==> src/rtl/div255_pkg.sv <==
// Shared constants and the stage payload for the divide-by-255 pipeline.
package div255_pkg;

    localparam int WORD_W   = 32;
    localparam int BYTE_W   = 8;
    localparam int N_STAGES = 4;

    localparam logic [WORD_W-1:0] INV255   = 32'hFEFEFEFF;
    localparam logic [WORD_W-1:0] MAX_QUOT = 32'h01010101;

    // What one stage hands to the next: x bytes still to be consumed, the
    // quotient bytes built so far, the last quotient byte and its borrow.
    typedef struct packed {
        logic [WORD_W-1:0] x_rem;
        logic [WORD_W-1:0] y_part;
        logic [BYTE_W-1:0] y_prev;
        logic              borrow;
        logic              valid;
    } stage_t;

endpackage

==> src/rtl/div255_if.sv <==
// Operand/result bundle between the upstream producer and div255_top.
// The not_mult signal exists only when DIV255_CHECK_EN is defined.
interface div255_if;
    import div255_pkg::*;

    logic [WORD_W-1:0] x;
    logic [WORD_W-1:0] y;
    logic              y_valid;
`ifdef DIV255_CHECK_EN
    logic              not_mult;

    modport master (output x, input y, input y_valid, input not_mult);
    modport slave  (input x, output y, output y_valid, output not_mult);
`else
    modport master (output x, input y, input y_valid);
    modport slave  (input x, output y, output y_valid);
`endif

endinterface

==> src/rtl/div255_stage.sv <==
// One byte of the exact-division recurrence y_i = y_(i-1) - x_i - b_(i-1),
// followed by the stage register.
module div255_stage
    import div255_pkg::*;
#(
    parameter int STAGE = 0
) (
    input  logic   clk,
    input  logic   rst,
    input  stage_t i_pl,
    output stage_t o_pl
);

    logic [BYTE_W-1:0] w_x_byte;
    logic [BYTE_W:0]   w_diff;
    stage_t            w_next;
    stage_t            r_pl;

    // Nine-bit subtract: bit 8 is the borrow into the next byte.
    always_comb begin
        w_x_byte = i_pl.x_rem[STAGE*BYTE_W +: BYTE_W];
        w_diff   = {1'b0, i_pl.y_prev} - {1'b0, w_x_byte}
                   - {{BYTE_W{1'b0}}, i_pl.borrow};
        w_next   = i_pl;
        // The consumed x byte is dropped; only the upper bytes travel on.
        w_next.x_rem[STAGE*BYTE_W +: BYTE_W]  = '0;
        w_next.y_part[STAGE*BYTE_W +: BYTE_W] = w_diff[BYTE_W-1:0];
        w_next.y_prev = w_diff[BYTE_W-1:0];
        w_next.borrow = w_diff[BYTE_W];
    end

    // Stage register, cleared by synchronous reset.
    always_ff @(posedge clk) begin
        if (rst) begin
            r_pl <= '0;
        end else begin
            r_pl <= w_next;
        end
    end

    assign o_pl = r_pl;

endmodule

==> src/rtl/div255_top.sv <==
// Pipelined exact division by 255: y = x * 0xFEFEFEFF mod 2^32, one byte per
// stage, four stages. The first stage samples x directly, so y_valid rises
// on the fourth consecutive edge with rst low.
// Optional feature macro: DIV255_CHECK_EN adds not_mult.
module div255_top
    import div255_pkg::*;
(
    input  logic     clk,
    input  logic     rst,
    div255_if.slave  bus
);

    stage_t w_pl [0:N_STAGES];

    // Seed: y_(-1) = 0, b_(-1) = 0; every sampled edge carries a real operand.
    always_comb begin
        w_pl[0]        = '0;
        w_pl[0].x_rem  = bus.x;
        w_pl[0].valid  = 1'b1;
    end

    for (genvar g = 0; g < N_STAGES; g++) begin : g_stage
        div255_stage #(.STAGE(g)) u_stage (
            .clk  (clk),
            .rst  (rst),
            .i_pl (w_pl[g]),
            .o_pl (w_pl[g+1])
        );
    end

    // The final borrow is discarded; the last stage register is the result.
    always_comb begin
        bus.y       = w_pl[N_STAGES].y_part;
        bus.y_valid = w_pl[N_STAGES].valid;
    end

`ifdef DIV255_CHECK_EN
    // Exact quotients never exceed 0x01010101; anything above came from a
    // non-multiple. Compared on the registered y, so no extra latency.
    always_comb begin
        bus.not_mult = w_pl[N_STAGES].valid && (w_pl[N_STAGES].y_part > MAX_QUOT);
    end
`endif

endmodule

==> src/flat_wrapper.sv <==
// flat-port wrapper written by rule: the top's interface ports become plain ports
module div255_top_flat import div255_pkg::*;
  (clk, rst, bus_x, bus_y, bus_y_valid);
  div255_if bus_i ();
  input  logic clk;
  input  logic rst;
  input wire logic [$bits(bus_i.x)-1:0] bus_x;
  output wire logic [$bits(bus_i.y)-1:0] bus_y;
  output wire logic [$bits(bus_i.y_valid)-1:0] bus_y_valid;
  assign bus_i.x = bus_x;
  assign bus_y = bus_i.y;
  assign bus_y_valid = bus_i.y_valid;
  div255_top u_core (.clk(clk), .rst(rst), .bus(bus_i));
endmodule
==> config.mk <==
export PLATFORM = sky130hd
export DESIGN_NAME = div255_top_flat
export DESIGN_NICKNAME = d
export VERILOG_FILES = /design/src/rtl/div255_pkg.sv /design/src/rtl/div255_if.sv /design/src/rtl/div255_stage.sv /design/src/rtl/div255_top.sv /design/src/flat_wrapper.sv
export SDC_FILE = /design/constraint.sdc
export NUM_CORES = 1
export LEC_CHECK = 0
export CAP_MARGIN = 15
export CORE_ASPECT_RATIO = 0.5
export CORE_UTILIZATION = 57
export CTS_BUF_LIST = sky130_fd_sc_hd__clkbuf_8
export DETAILED_ROUTE_END_ITERATION = 8
export PLACE_DENSITY = 0.81
export RECOVER_POWER = 25
export SYNTH_ARGS = -nofsm -noshare
export SYNTH_HDL_FRONTEND = slang
export SYNTH_SLANG_ARGS = --single-unit
==> constraint.sdc <==
create_clock -name clk -period 2.7 [get_ports clk]
set_clock_uncertainty 0.1 [all_clocks]
set_input_delay 0.54 -clock clk [delete_from_list [all_inputs] [get_ports clk]]
set_output_delay 0.54 -clock clk [all_outputs]
set_load 0.1 [all_outputs]
# --- Yosys cells after proc, flatten, opt, wreduce, memory -nomap -nowiden ---
# Index checks and enable logic that the tools add are counted.
totals:
  regBits: 191
  in_bits: 34
op_classes:
  n_mux: 1
  addsub: 7
ops:
  columns: ["cell", "n"]
  rows:
  - ["subtractor 8 x 8 -> 9 bit", 2]
  - ["subtractor 9 x 1 -> 9 bit", 2]
  - ["subtractor 1 x 8 -> 9 bit, first input constant", 1]
  - ["subtractor 8 x 1 -> 8 bit", 1]
  - ["subtractor 8 bit", 1]
  - ["2-to-1 mux 1 bit", 1]

# --- Longest topological paths before layout ---
depth:
  ltp_word: 2
  mapped_depth: 8
  mapped_depth_nobuf: 8

# --- Cells and area by module ---
# Synthesis repeated with hierarchy kept, for this count alone.
hier_totals:
  cells_unflattened: 839
  area_unflattened_um2: 8777.2
by_module_without_submodules:
  columns: ["mod", "instances", "seq_area_each_um2", "area_each_um2", "cells_each"]
  rows:
  - ["div255_stage (u_core.g_stage[0].u_stage ...)", 2, 1161.1, 2199.6, 210]
  - ["div255_stage (u_core.g_stage[1].u_stage)", 1, 1161.1, 2198.4, 210]
  - ["div255_stage (u_core.g_stage[3].u_stage)", 1, 1161.1, 2172.1, 207]
  - ["div255_top", 1, 0.0, 7.5, 2]

# --- Worst setup path after synthesis ---
# No wires, ideal clock.
synth_timing:
  path_kind: "register -> register"
  startpoint: "register u_core.g_stage[1].u_stage.r_pl, in the netlist u_core.g_stage[1].u_stage.o_pl[1]"
  endpoint: "register u_core.g_stage[2].u_stage.r_pl, in the netlist u_core.g_stage[2].u_stage.o_pl[1]"
  setup_ps: 123
  stages_incl_launch_ff: 8
  arrival_ps: 2076
  slack_ps: 401
  cell_sequence: "dfxtp_1 -> inv_1 -> fa_1 -> fa_1 -> nand2b_4 -> a31o_1 -> o41ai_2 -> mux2_1"
synth_via:
  elab_chain_cells: 1
synth_rtl:
  columns: ["item", "line_no", "source"]
  rows:
  - ["start: declaration", "div255_stage.sv:17", "stage_t r_pl;"]
  - ["start signal: assignment", "div255_stage.sv:37", "r_pl <= w_next;"]
  - ["subtractor 9 x 1 -> 9 bit", "div255_stage.sv:23", "- {{BYTE_W{1'b0}}, i_pl.borrow};"]
  - ["end signal: assignment", "div255_stage.sv:37", null]
  - ["end: declaration", "div255_stage.sv:17", null]
# Every way passes these cells.
# A chain may end at the register's enable or synchronous reset.

==> impl_metrics.tcl <==
set metrics [dict create \
    status "finished, violations left" \
    failed_checks "max-capacitance violations, max-slew violations" \
    yosysWarnings 0 \
    worstMarginPinSlew_ps 1790 \
    die_h_um 69.1 \
    hold_buffers 0 \
    ys_ff_latch 135 \
    r2r_end "u_core.g_stage[2].u_stage.o_pl[1]" \
    synth_most_common_cell "dfxtp_1" \
    initial_core_util 0.588 \
    diodes 0 \
    cp_cell_sequence "clkbuf_1 > inv_1 > nand2_1 > a21oi_1 > a31o_2" \
    crit_required_ps 2920 \
    cpPeakStageDelay_ps 1250 \
    yosys-top-cells-area "dfxtp_1 (53%), nor2b_1 (11%), ha_1 (10%)" \
    power_mw 5.97 \
    syn_avg_cell_area_um2 10.2 \
    post_cts_buffers 0 \
    hold_depth 1 \
    synth.distinct_cells 44 \
    period_minus_slack_ps 2440 \
    hold_end "u_core.g_stage[2].u_stage.o_pl[10]" \
    reg2reg_depth 7 \
    dieArea_um2 9420 \
    synth_edf_count 0 \
    clock_path_buffers 2 \
    grt_pass1_wl_um 13500 \
    rsz0062_at_grt "no" \
    netlist_top_cells_count "dfxtp_1 (135), nor2b_1 (87), inv_1 (67)" \
    largest_reg_flops 135 \
    cp-start-kind "input port" \
    fin_crit_sh 0.903 \
    ys.flop_type "dfxtp_1" \
    wl_per_cell_um 11.3 \
    cp.arrival_ps 2660 \
    cts_resized 0 \
    min_from "u_core.g_stage[1].u_stage.o_pl[10]" \
    track_usage 0.187 \
    timing.reg2reg.setup_slack_ps 280 \
    worstSetupEndpointType "flop" \
    htreeDepth 4 \
    drive_above_1_share 0.134 \
    die_w_um 136 \
    finalHoldViolCount 0 \
    drt_first_pass_iters 5 \
    netlist_area_um2 5140 \
    vias 3341 \
    yosysTopAreaCell "dfxtp_1" \
    synthArstFlopShare 0 \
    cts_tree "done" \
    max-vdd-ir-drop_v 0.000828 \
    r2r-start "u_core.g_stage[1].u_stage.o_pl[1]" \
    worstSetupPathType "in -> reg" \
    grt_pass1_vias 3097 \
    hp-class "reg -> reg" \
    antenna_left 0 \
    placementRows 24 \
    syn_nets 587 \
    syn2layout_area_growth_pct 22.6 \
    clkSlewWorstSetupHoldPaths_ps 80 \
    cts.sinks 135 \
    dp_hpwl_um 5670 \
    crit_family "buffers and inverters" \
    post-synth-top-area-fraction 0.526 \
    tns_ps 0 \
    viasPerCell 4.73 \
    timing.fmax_mhz 410 \
    max-slew-margin-rel -0.194 \
    drc 0 \
    synth_cells 506 \
    cts_buffers 17 \
    place_area_um2 5820 \
    synth.yosys.seq_area_share 0.526 \
    maxSlewViolCount 44 \
    leakage_nw 2.83 \
    place_congestion 0.821 \
    root_buffer "clkbuf_8" \
    setup_viol 0 \
    grt_max_degree 48 \
    boundaryPins 67 \
    coreArea_um2 8740 \
    overflow 0 \
    clkLatencyLatePin_ps 430 \
    antenna_found_initial 0 \
    final_area_um2 6290 \
    drv_cap 1 \
    slowest_stage "clkbuf_1" \
    critPathBufInv 2 \
    nets 660 \
    port_buffers 66 \
    drt-initial-drc-count 77 \
    path_max_fanout 43 \
    routed_wl_um 7990 \
    power_density_nw_per_um2 948 \
]
[routing by layer]
layer  wire (um)  GRT usage
met4          91     0.0630
met5           0          0
met1        3690      0.221
met2        3940      0.312
met3         273     0.0692
[power breakdown]
part / internal (mW) / leakage (nW) / switching [mW]
sequential: 2.20 / 1.11 / 0.0676
combinational: 0.598 / 1.48 / 1.11
clock: 1.24 / 0.234 / 0.746
total: 4.04 / 2.83 / 1.93
[final cells by class]
cell class              instances  area (um^2)
flip-flops and latches        135         2700
fillers                       656         2440
multi-input cells             289         2120
repair buffers                 69          592
clock buffers                  19          262
inverters                      67          251
clock inverters                11          221
well taps                     117          146
[cells in the final DEF (no fill, tap or decap), types with 5 or more instances in the layout]
master           count
dfxtp_1            135
fa_1                 6
nor3_1              16
o21a_1               5
xnor2_1             10
ha_1                41
bufinv_16            6
a21oi_1              7
nor2b_1             87
o21ai_0              5
buf_4               35
inv_1               67
clkdlybuf4s50_1     32
nand2_1              5
clkbuf_8            19
xor2_1               8
nor2_1              51
[worst max path at each step]
stage               cells after the start                               from  slack, ps                                 end
global placement                        7  u_core.g_stage[1].u_stage.o_pl[1]        330   u_core.g_stage[2].u_stage.o_pl[1]
global route                            7  u_core.g_stage[1].u_stage.o_pl[1]        160   u_core.g_stage[2].u_stage.o_pl[1]
finish                                  5                                rst        260  u_core.g_stage[1].u_stage.o_pl[23]
CTS                                     7  u_core.g_stage[1].u_stage.o_pl[1]        270   u_core.g_stage[2].u_stage.o_pl[1]
floorplan                               7  u_core.g_stage[1].u_stage.o_pl[1]        400   u_core.g_stage[2].u_stage.o_pl[1]
detailed placement                      7  u_core.g_stage[1].u_stage.o_pl[1]        290   u_core.g_stage[2].u_stage.o_pl[1]
[logic make-up after synthesis]
kind of cell    count (synthesis)  share of synthesized area
compound gates                 40                     0.0553
xor+xnor                       18                     0.0307
fa+ha+maj                      47                      0.123
buf+inv                        82                     0.0611
flops                         135                      0.526
mux                             6                     0.0127
simple gates                  178                      0.191
[worst reg2reg max path: stages (launching register included)]
cell	delay, ps
dfxtp_1	310
inv_1	50
fa_1	480
fa_1	400
nand2b_4	160
a31o_1	240
o41ai_2	230
mux2_1	350
[per-stage QoR]
stage | hold WS (ps) | utilization | setup slack [ps] | cells
finish | 338 | 0.720 | 261 | 707
global route | 353 | 0.720 | 159 | 707
CTS | 339 | 0.721 | 270 | 707
floorplan | 314 | - | 401 | 506
global placement | 319 | 0.666 | 333 | 677
detailed placement | 322 | 0.666 | 292 | 677
Note: power is estimated with default switching activity, not from simulation.
